===== src/rtl/serial_adder_ctrl_pkg.sv =====
// Shared definitions for the bit-serial adder controller: FSM state
// encoding and default sizing.
package serial_adder_ctrl_pkg;

  localparam int DEFAULT_WIDTH = 8;
  localparam int DEFAULT_CNT_W = 5;

  // 2'd3 is unused; the controller treats it as IDLE.
  typedef enum logic [1:0] {
    IDLE = 2'd0,
    RUN  = 2'd1,
    DONE = 2'd2
  } state_t;

endpackage


===== src/rtl/serial_adder_ctrl_fa_cell.sv =====
// One-bit full adder cell, time-shared by the serial adder controller
// across every bit position of the operands.
module serial_fa_cell (
  input  logic i_a,
  input  logic i_b,
  input  logic i_cin,
  output logic o_sum,
  output logic o_cout
);

  assign o_sum  = i_a ^ i_b ^ i_cin;
  assign o_cout = (i_a & i_b) | (i_a & i_cin) | (i_b & i_cin);

endmodule


===== src/rtl/serial_adder_ctrl.sv =====
// Bit-serial adder controller. Feeds one operand bit pair per cycle,
// LSB first, through a single full-adder cell and assembles the WIDTH-bit
// sum, carry-out and signed overflow behind a start/busy/done handshake.
module serial_adder_ctrl
  import serial_adder_ctrl_pkg::*;
#(
  parameter int WIDTH = DEFAULT_WIDTH,
  parameter int CNT_W = DEFAULT_CNT_W
) (
  input  logic             clk,
  input  logic             reset,
  input  logic             start,
  input  logic [WIDTH-1:0] a,
  input  logic [WIDTH-1:0] b,
  input  logic             cin,
  output logic             busy,
  output logic             done,
  output logic [WIDTH-1:0] sum,
  output logic             cout,
  output logic             overflow
);

  // Counter value at which the MSB pair is being added.
  localparam logic [CNT_W-1:0] LAST_CNT = CNT_W'(WIDTH - 1);

  state_t           r_state;
  logic [WIDTH-1:0] r_shA;
  logic [WIDTH-1:0] r_shB;
  logic [WIDTH-1:0] r_sum;
  logic             r_carry;
  logic [CNT_W-1:0] r_cnt;
  logic             r_cout;
  logic             r_ovf;
  logic             r_busy;
  logic             r_done;

  logic             w_s;
  logic             w_c;
  logic [WIDTH-1:0] w_sumNext;

  serial_fa_cell u_fa (
    .i_a    (r_shA[0]),
    .i_b    (r_shB[0]),
    .i_cin  (r_carry),
    .o_sum  (w_s),
    .o_cout (w_c)
  );

  // Shift the new sum bit in from the MSB side; written without a part
  // select so that WIDTH=1 stays legal.
  always_comb begin
    w_sumNext            = r_sum >> 1;
    w_sumNext[WIDTH-1]   = w_s;
  end

  // Controller FSM with datapath registers and registered handshake outputs.
  always_ff @(posedge clk) begin
    if (reset) begin
      r_state <= IDLE;
      r_shA   <= '0;
      r_shB   <= '0;
      r_sum   <= '0;
      r_carry <= 1'b0;
      r_cnt   <= '0;
      r_cout  <= 1'b0;
      r_ovf   <= 1'b0;
      r_busy  <= 1'b0;
      r_done  <= 1'b0;
    end else begin
      case (r_state)
        IDLE: begin
          r_done <= 1'b0;
          if (start) begin
            r_shA   <= a;
            r_shB   <= b;
            r_carry <= cin;
            r_cnt   <= '0;
            r_sum   <= '0;
            r_cout  <= 1'b0;
            r_ovf   <= 1'b0;
            r_busy  <= 1'b1;
            r_state <= RUN;
          end else begin
            r_busy  <= 1'b0;
          end
        end
        RUN: begin
          r_sum   <= w_sumNext;
          r_shA   <= r_shA >> 1;
          r_shB   <= r_shB >> 1;
          r_carry <= w_c;
          r_cnt   <= r_cnt + 1'b1;
          if (r_cnt == LAST_CNT) begin
            r_cout  <= w_c;
            r_ovf   <= r_carry ^ w_c;
            r_done  <= 1'b1;
            r_state <= DONE;
          end
        end
        DONE: begin
          r_done  <= 1'b0;
          r_busy  <= 1'b0;
          r_state <= IDLE;
        end
        default: begin
          r_done  <= 1'b0;
          r_busy  <= 1'b0;
          r_state <= IDLE;
        end
      endcase
    end
  end

  assign busy     = r_busy;
  assign done     = r_done;
  assign sum      = r_sum;
  assign cout     = r_cout;
  assign overflow = r_ovf;

endmodule


===== config.mk =====
export PLATFORM = sky130hd
export DESIGN_NAME = serial_adder_ctrl
export DESIGN_NICKNAME = d
export VERILOG_FILES = /design/src/rtl/serial_adder_ctrl_pkg.sv /design/src/rtl/serial_adder_ctrl_fa_cell.sv /design/src/rtl/serial_adder_ctrl.sv
export SDC_FILE = /design/constraint.sdc
export NUM_CORES = 1
export LEC_CHECK = 0
export ABC_AREA = 1
export CORE_ASPECT_RATIO = 0.5
export CORE_UTILIZATION = 35
export DETAILED_ROUTE_END_ITERATION = 12
export GPL_ROUTABILITY_DRIVEN = 0
export PLACE_DENSITY_LB_ADDON = 0.2
export SETUP_SLACK_MARGIN = 0.15
export SYNTH_ARGS = -nofsm -noshare
export SYNTH_HDL_FRONTEND = slang
export SYNTH_SLANG_ARGS = --single-unit

===== constraint.sdc =====
create_clock -name clk -period 1.4 [get_ports clk]
set_input_delay 0.35 -clock clk [delete_from_list [all_inputs] [get_ports clk]]
set_output_delay 0.35 -clock clk [all_outputs]
set_load 0.01 [all_outputs]

==> out/metrics.yaml <==
run_status:
  status: "finished clean"
logic_synthesis:
  synth_top_area_share_pct: 46.12
  synthCells: 212
  synth_area_um2: 1563
  synth-seq-cells: 36
  synth_area_per_cell_um2: 7.371
  synthArstFlopShare_pct: 0
  ys.warnings.count: 0
  yosysMostFrequentCell: "nand2_1"
  synth_edf_count: 0
  ys_types: 25
  synth_nets: 234
  yosysSeqAreaShare_pct: 46.12
  synth_area_leaders: "dfxtp_1, nand2_1, nand3_1"
  synth_common_cells: "nand2_1, dfxtp_1, inv_1"
  synth_top_area_cell: "dfxtp_1"
  synth_flop_cell: "dfxtp_1"
pwr:
  power_density_nw_per_um2: 1042
  peakVddDrop_v: 0.0003974
  power_leakage_nw: 0.9517
layout:
  layout.nets: 278
  fill_cells: 418
  stdcell_count: 311
  area_delta_synth_final_pct: 36.91
  seqCellArea_um2: 728.2
  multi_input_area_um2: 719.4
  n_antenna_cell: 0
  drive_gt1_share_pct: 19.07
hold_path:
  hold_class: "flip-flop to flip-flop"
routing:
  drtAntennaViolNets: 0
  avgViaCountPerCell: 4.685
  drc: 0
  routedWlPerCell_um: 11.64
  drt-initial-drc-count: 33
  vias: 1457
  firstDrtPassIters: 4
  drt_wl_total_um: 3621
clocking:
  cts_tree: "built"
  clock_path_buffers: 2
  clock-sinks: 36
  cts_hold_buf: 0
  path_clk_slew_ns: 0.07
  cts_max_level: 2
  cts_root_buf: "clkbuf_8"
  clock_latency_ns: 0.28
  numCtsBuffers: 5
setup_path:
  path_class: "flip-flop to primary output"
  path_delay_family: "flip-flops"
  crit_path_top_delay_cell: "dfxtp_1"
  crit_chain: "clkdlybuf4s15_1"
  cp-end-kind: "primary output"
  critPathMaxStageDelay_ns: 0.34
  crit_fanout: 2
  cp.buffers_inverters: 1
  cp.arrival_ns: 0.85
  critPathLaunchType: "flip-flop"
  worst_ep_required_time_ns: 1.05
timing:
  finalHoldViolCount: 0
  worst_pin_slew_ns: 0.2884
  max_freq_ghz: 0.8304
  whs_ns: 0.4479
  tns_ns: 0
  period_share_pct: 86.02
  setup_viol: 0
  rsz0062_at_grt: "true"
  maxSlewViolCount: 0
  clock_skew_ns: 0.007655
  max-slew-margin-rel_pct: 80.74
  period_needed_ns: 1.204
  setup_ws_ns: 0.1958
floorplan:
  rows: 16
  io_pins: 32
  die_x_um: 96.50
  die_h_um: 49.25
  die_area_um2: 4753
  initial_core_util_pct: 38.27
  core_area_um2: 4084
flow_run:
  max-cap-violations: 0
grt:
  grt_pass1_vias: 1284
  grt_max_degree: 20
  antenna_found_initial: 0
  overflow: 0
  grt_pass1_wl_um: 6044
  track_usage_pct: 17.16
place:
  portBuffers: 31
  dp_hpwl_um: 2473
  place_ws_ns: -0.1172
  dp_cells: 300
## worst reg2reg max path: cells and delay by family (launching register included)
kind                       cells  cell delay [ns]
AOI/OAI and AO/OA              1             0.16
xor gates and xnor gates       1             0.14
and+or+nand+nor                1             0.06
DFF                            1             0.35
adders and majority gates      1             0.41
## report_power, final
part,internal (mW),switching [mW]
Clock,0.402,0.361
Sequential,1.07,0.0323
Combinational,0.176,0.185
Total,1.65,0.579
## cell type report
type | instances | area share [%]
clock buffer | 8 | 4.211
timing repair buffer | 44 | 19.18
tap | 54 | 3.158
inverter | 26 | 5.380
sequential | 36 | 34.04
multi-input combinational | 142 | 33.63
timing repair inverter | 1 | 0.4094
## path summary, 6_finish.rpt
kind / slack, ns / to / start / depth (start not counted)
worst min-delay path: 0.45 / r_shA[4] / r_shA[5] / 2
worst min register to register: 0.45 / r_shA[4] / r_shA[5] / 2
worst max register to register: 0.22 / overflow / r_shA[0] / 4
worst max-delay path: 0.20 / sum[7] / sum[7] / 1
## per-layer routing
metal	share of wire, %	GRT usage [%]	vias to the layer above
met5	0	0	-
met1	51	23.95	669
met4	0.39	5.637	0
li1	-	-	754
met3	4.4	5.140	2
met2	44	25.12	32
## kinds of logic after synthesis
kind of cell / synth area share [%]
and+or+nand+nor: 29.46
DFF: 46.12
buffers and inverters: 10.41
AOI/OAI and AO/OA: 11.37
adders and majority gates: 2.082
xor gates and xnor gates: 0.5606
## placed cells by master (no fill, tap or decap), types with 2 or more instances in the layout
| cell | instances |
|---|---|
| a21oi_1 | 12 |
| buf_12 | 3 |
| buf_4 | 10 |
| clkbuf_1 | 2 |
| clkbuf_2 | 8 |
| clkbuf_8 | 6 |
| clkdlybuf4s15_1 | 4 |
| clkdlybuf4s50_1 | 17 |
| dfxtp_1 | 32 |
| dfxtp_2 | 3 |
| dlymetal6s2s_1 | 2 |
| inv_1 | 20 |
| inv_2 | 3 |
| inv_4 | 2 |
| nand2_1 | 61 |
| nand2_2 | 4 |
| nand2_8 | 2 |
| nand3_1 | 16 |
| nor2_1 | 19 |
| nor2_4 | 2 |
| o211ai_1 | 3 |
| o21ai_0 | 8 |
| o21ai_1 | 5 |
| o31ai_1 | 3 |
## state kept, by name, summed over array words and instances (netlist names)
signal	count
r_shA	8
r_carry	1
done	1
r_cnt	5
sum	8
overflow	1
r_shB	8
cout	1
busy	1
r_state	2
## per-stage QoR
stage	utilization, %	total power [mW]	instance area [um2]
6_report	52.39	2.230	2140
5_1_grt	52.39	2.358	2140
4_1_cts	50.80	2.207	2074
3_5_place_dp	48.62	1.456	1986
3_3_place_gp	48.62	1.454	1986
2_1_floorplan	-	1.313	1563
## repair_timing
item | 4_1_cts | 5_1_grt
pin swaps | 0 | 4
cloned | 0 | 1
resized for setup | 21 | 34
buffers inserted | 0 | 2
setup endpoints to repair | 15 | 30
Note: power is estimated with default switching activity, not from simulation.
==> edit: new RTL, same flow settings <==
Put one more register stage on the output `done`, cleared by the reset. The value now appears one clock later. The other outputs are not delayed to match.
--- a/src/rtl/serial_adder_ctrl.sv
+++ b/src/rtl/serial_adder_ctrl.sv
@@ -114,3 +114,9 @@
   assign busy     = r_busy;
-  assign done     = r_done;
+  always_ff @(posedge clk) begin
+    if (reset) begin
+      done <= '0;
+    end else begin
+      done <= r_done;
+    end
+  end
   assign sum      = r_sum;
Behaviour: not the same (Yosys sat finds a counterexample within 10 cycles, from zero or initial values and one cycle with reset high).
==> edit against the unedited design <==
The flow now finishes with violations (design-rule violations). Total power up 11%. Design area increased by 3.2%. Worst setup slack worse by 0.00084 ns. Area after synthesis rose by 2.6%. First-iteration DRC count rose to 2.8 times the old value. Synthesized cell count up 0.94%. Sequential cell count rose by 1. Routed wire length rose by 3.6%. Critical path type is now flip-flop to flip-flop.
==> edit: results (changes against the unedited design) <==
[synth]
dominantRegCellSynth=sky130_fd_sc_hd__dfxtp_1
synth_commonest_cells=sky130_fd_sc_hd__nand2_1 (58), sky130_fd_sc_hd__dfxtp_1 (37), sky130_fd_sc_hd__inv_1 (25)
synth_warnings=0  ; unchanged
yosys-top-cells-area=sky130_fd_sc_hd__dfxtp_1 (46%), sky130_fd_sc_hd__nand2_1 (14%), sky130_fd_sc_hd__inv_1 (5.9%)
yosys.cell_types.count=24  ; -4.0%
postSynthNetCount=236  ; +0.85%
yosysSeqAreaShare_pct=46.2  ; +0.061 points
syn-instance-count=214  ; +0.94%

[worst_setup_path]
timing.reg2reg.setup_slack_ns=0.19  ; -0.03 ns
timing.critical_path.fanout_max=3  ; +1
cp_launch_point=r_carry
crit_path_top_delay_cell=sky130_fd_sc_hd__fa_2
worst_ep_arrival_time_ns=1.39  ; +0.54 ns
cp_slowest_stage_delay_ns=0.40  ; +0.06 ns

[placed_design]
post-place-ws_ns=-0.220  ; -0.103 ns
io_buffers=31  ; unchanged
placed_cells=300  ; unchanged
post_dp_cell_area_mm2=0.00201  ; +1.4%
place.detailed.hpwl_um=2540  ; +2.7%

[timing]
fin_worst_hold_slack_ns=0.431  ; -0.0165 ns
slew_headroom_pct=86.2  ; +5.5 points
final.setup_skew_ns=0.00720  ; -0.000456 ns
finalWorstPathRequiredPeriod_ns=1.21  ; +0.000837 ns

[power]
leakagePower_nw=0.959  ; +0.75%
irDropWorstVdd_v=0.000372  ; -6.3%

[global_route]
groute.layer.met2.usage_pct=25.2  ; +0.060 points
groute.layer.met3.usage_pct=4.96  ; -0.18 points
met1_usage_pct=21.8  ; -2.1 points
largest_net_degree_at_the_start_of_global_routing=18  ; -10%
grt_antenna_before_repair=0  ; unchanged
grt_pass1_vias=1393  ; +8.5%
track_usage_pct=16.5  ; -0.67 points
grt_pass1_wl_um=6140  ; +1.6%

[finish]
antenna_cells_inserted=0  ; unchanged
nets=281  ; +1.1%
nFillCells=404  ; -3.3%
share_of_layout_cells_above_drive_strength_1_pct=21.5  ; +2.5 points

[clock_network]
clock_path_buffers=2  ; unchanged
clock_pin_slew_of_the_registers_on_the_worst_case_setup_and_hold_paths_ns=0.08
cts_made_buffers=5  ; unchanged
ctsHtreeMaxLevel=2  ; unchanged
clkLatencyLatePin_ns=0.29

[detailed_routing]
routed_wire_length_per_instance_um=11.9  ; +2.6%
num_vias=1477  ; +1.4%
post-route-drc-count=4  ; +4
detailedRoute.firstIterationViolations=93  ; +180%
vias_per_cell=4.70  ; +0.40%
drt-pass1-iter-count=8  ; +4

[run_status]
failed_checks=design-rule violations
run_status=complete, but fails checks

[hold_path]
worst_hold_path_type=flip-flop to flip-flop
min-delay-start=r_done

[edit: changes by cell type in the layout (fill, tap and decap cells not counted), moves of 3 or more]
cell	before	now
sky130_fd_sc_hd__inv_1	20	23
sky130_fd_sc_hd__dfxtp_2	3	6
sky130_fd_sc_hd__buf_4	10	13
sky130_fd_sc_hd__a21oi_1	12	15
sky130_fd_sc_hd__nand2_1	61	55
sky130_fd_sc_hd__nand3_1	16	12
[edit: cells by family after synthesis]
family / after synthesis / share of synthesized area (%)
simple gates: 97 / 26.1
compound gates: 40 / 13.9
buf+inv: 37 / 11.2
flops: 37 / 46.2
fa+ha+maj: 2 / 2.03
xor+xnor: 1 / 0.546
[edit: path summary, 6_finish.rpt]
path | endpoint | depth (start not counted)
worst max register to register | r_carry | 5
worst min-delay path | done | 2
worst max-delay path | r_carry | 5
worst min register to register | done | 2
[edit: layer usage]
metal	vias to the layer above	wire, um
met5	-	0
met4	0	57
met3	6	231
met2	41	1560
met1	665	1900
li1	765	-
[edit: area by class of cell]
class | count | area, um2 | area share [%]
clock buffer | 6 | 82.6 | 3.74
timing repair buffer | 47 | 427 | 19.3
multi-input combinational | 141 | 737 | 33.4
inverter | 27 | 108 | 4.88
clock inverter | 2 | 37.5 | 1.70
sequential | 37 | 748 | 33.9
tap | 54 | 67.6 | 3.06
[edit: timing repair]
item	4_1_cts	5_1_grt
pin swaps	0	4
gates resized for setup	25	29
gates cloned	0	1
buffers inserted	2	3
setup endpoints to repair	23	35
hold buffers	0	0
[edit: worst max-delay path, delay by kind of cell, from the launching register on]
kind	cells	cell delay (ns)
adders and majority gates	1	0.40
buffers and inverters	1	0.07
DFF	1	0.35
and+or+nand+nor	3	0.28
[edit: report_power, final]
part	switching, mW	internal (mW)	total [mW]
Combinational	0.190	0.175	0.365
Sequential	0.0344	1.10	1.14
Clock	0.394	0.579	0.973
Total	0.618	1.86	2.48
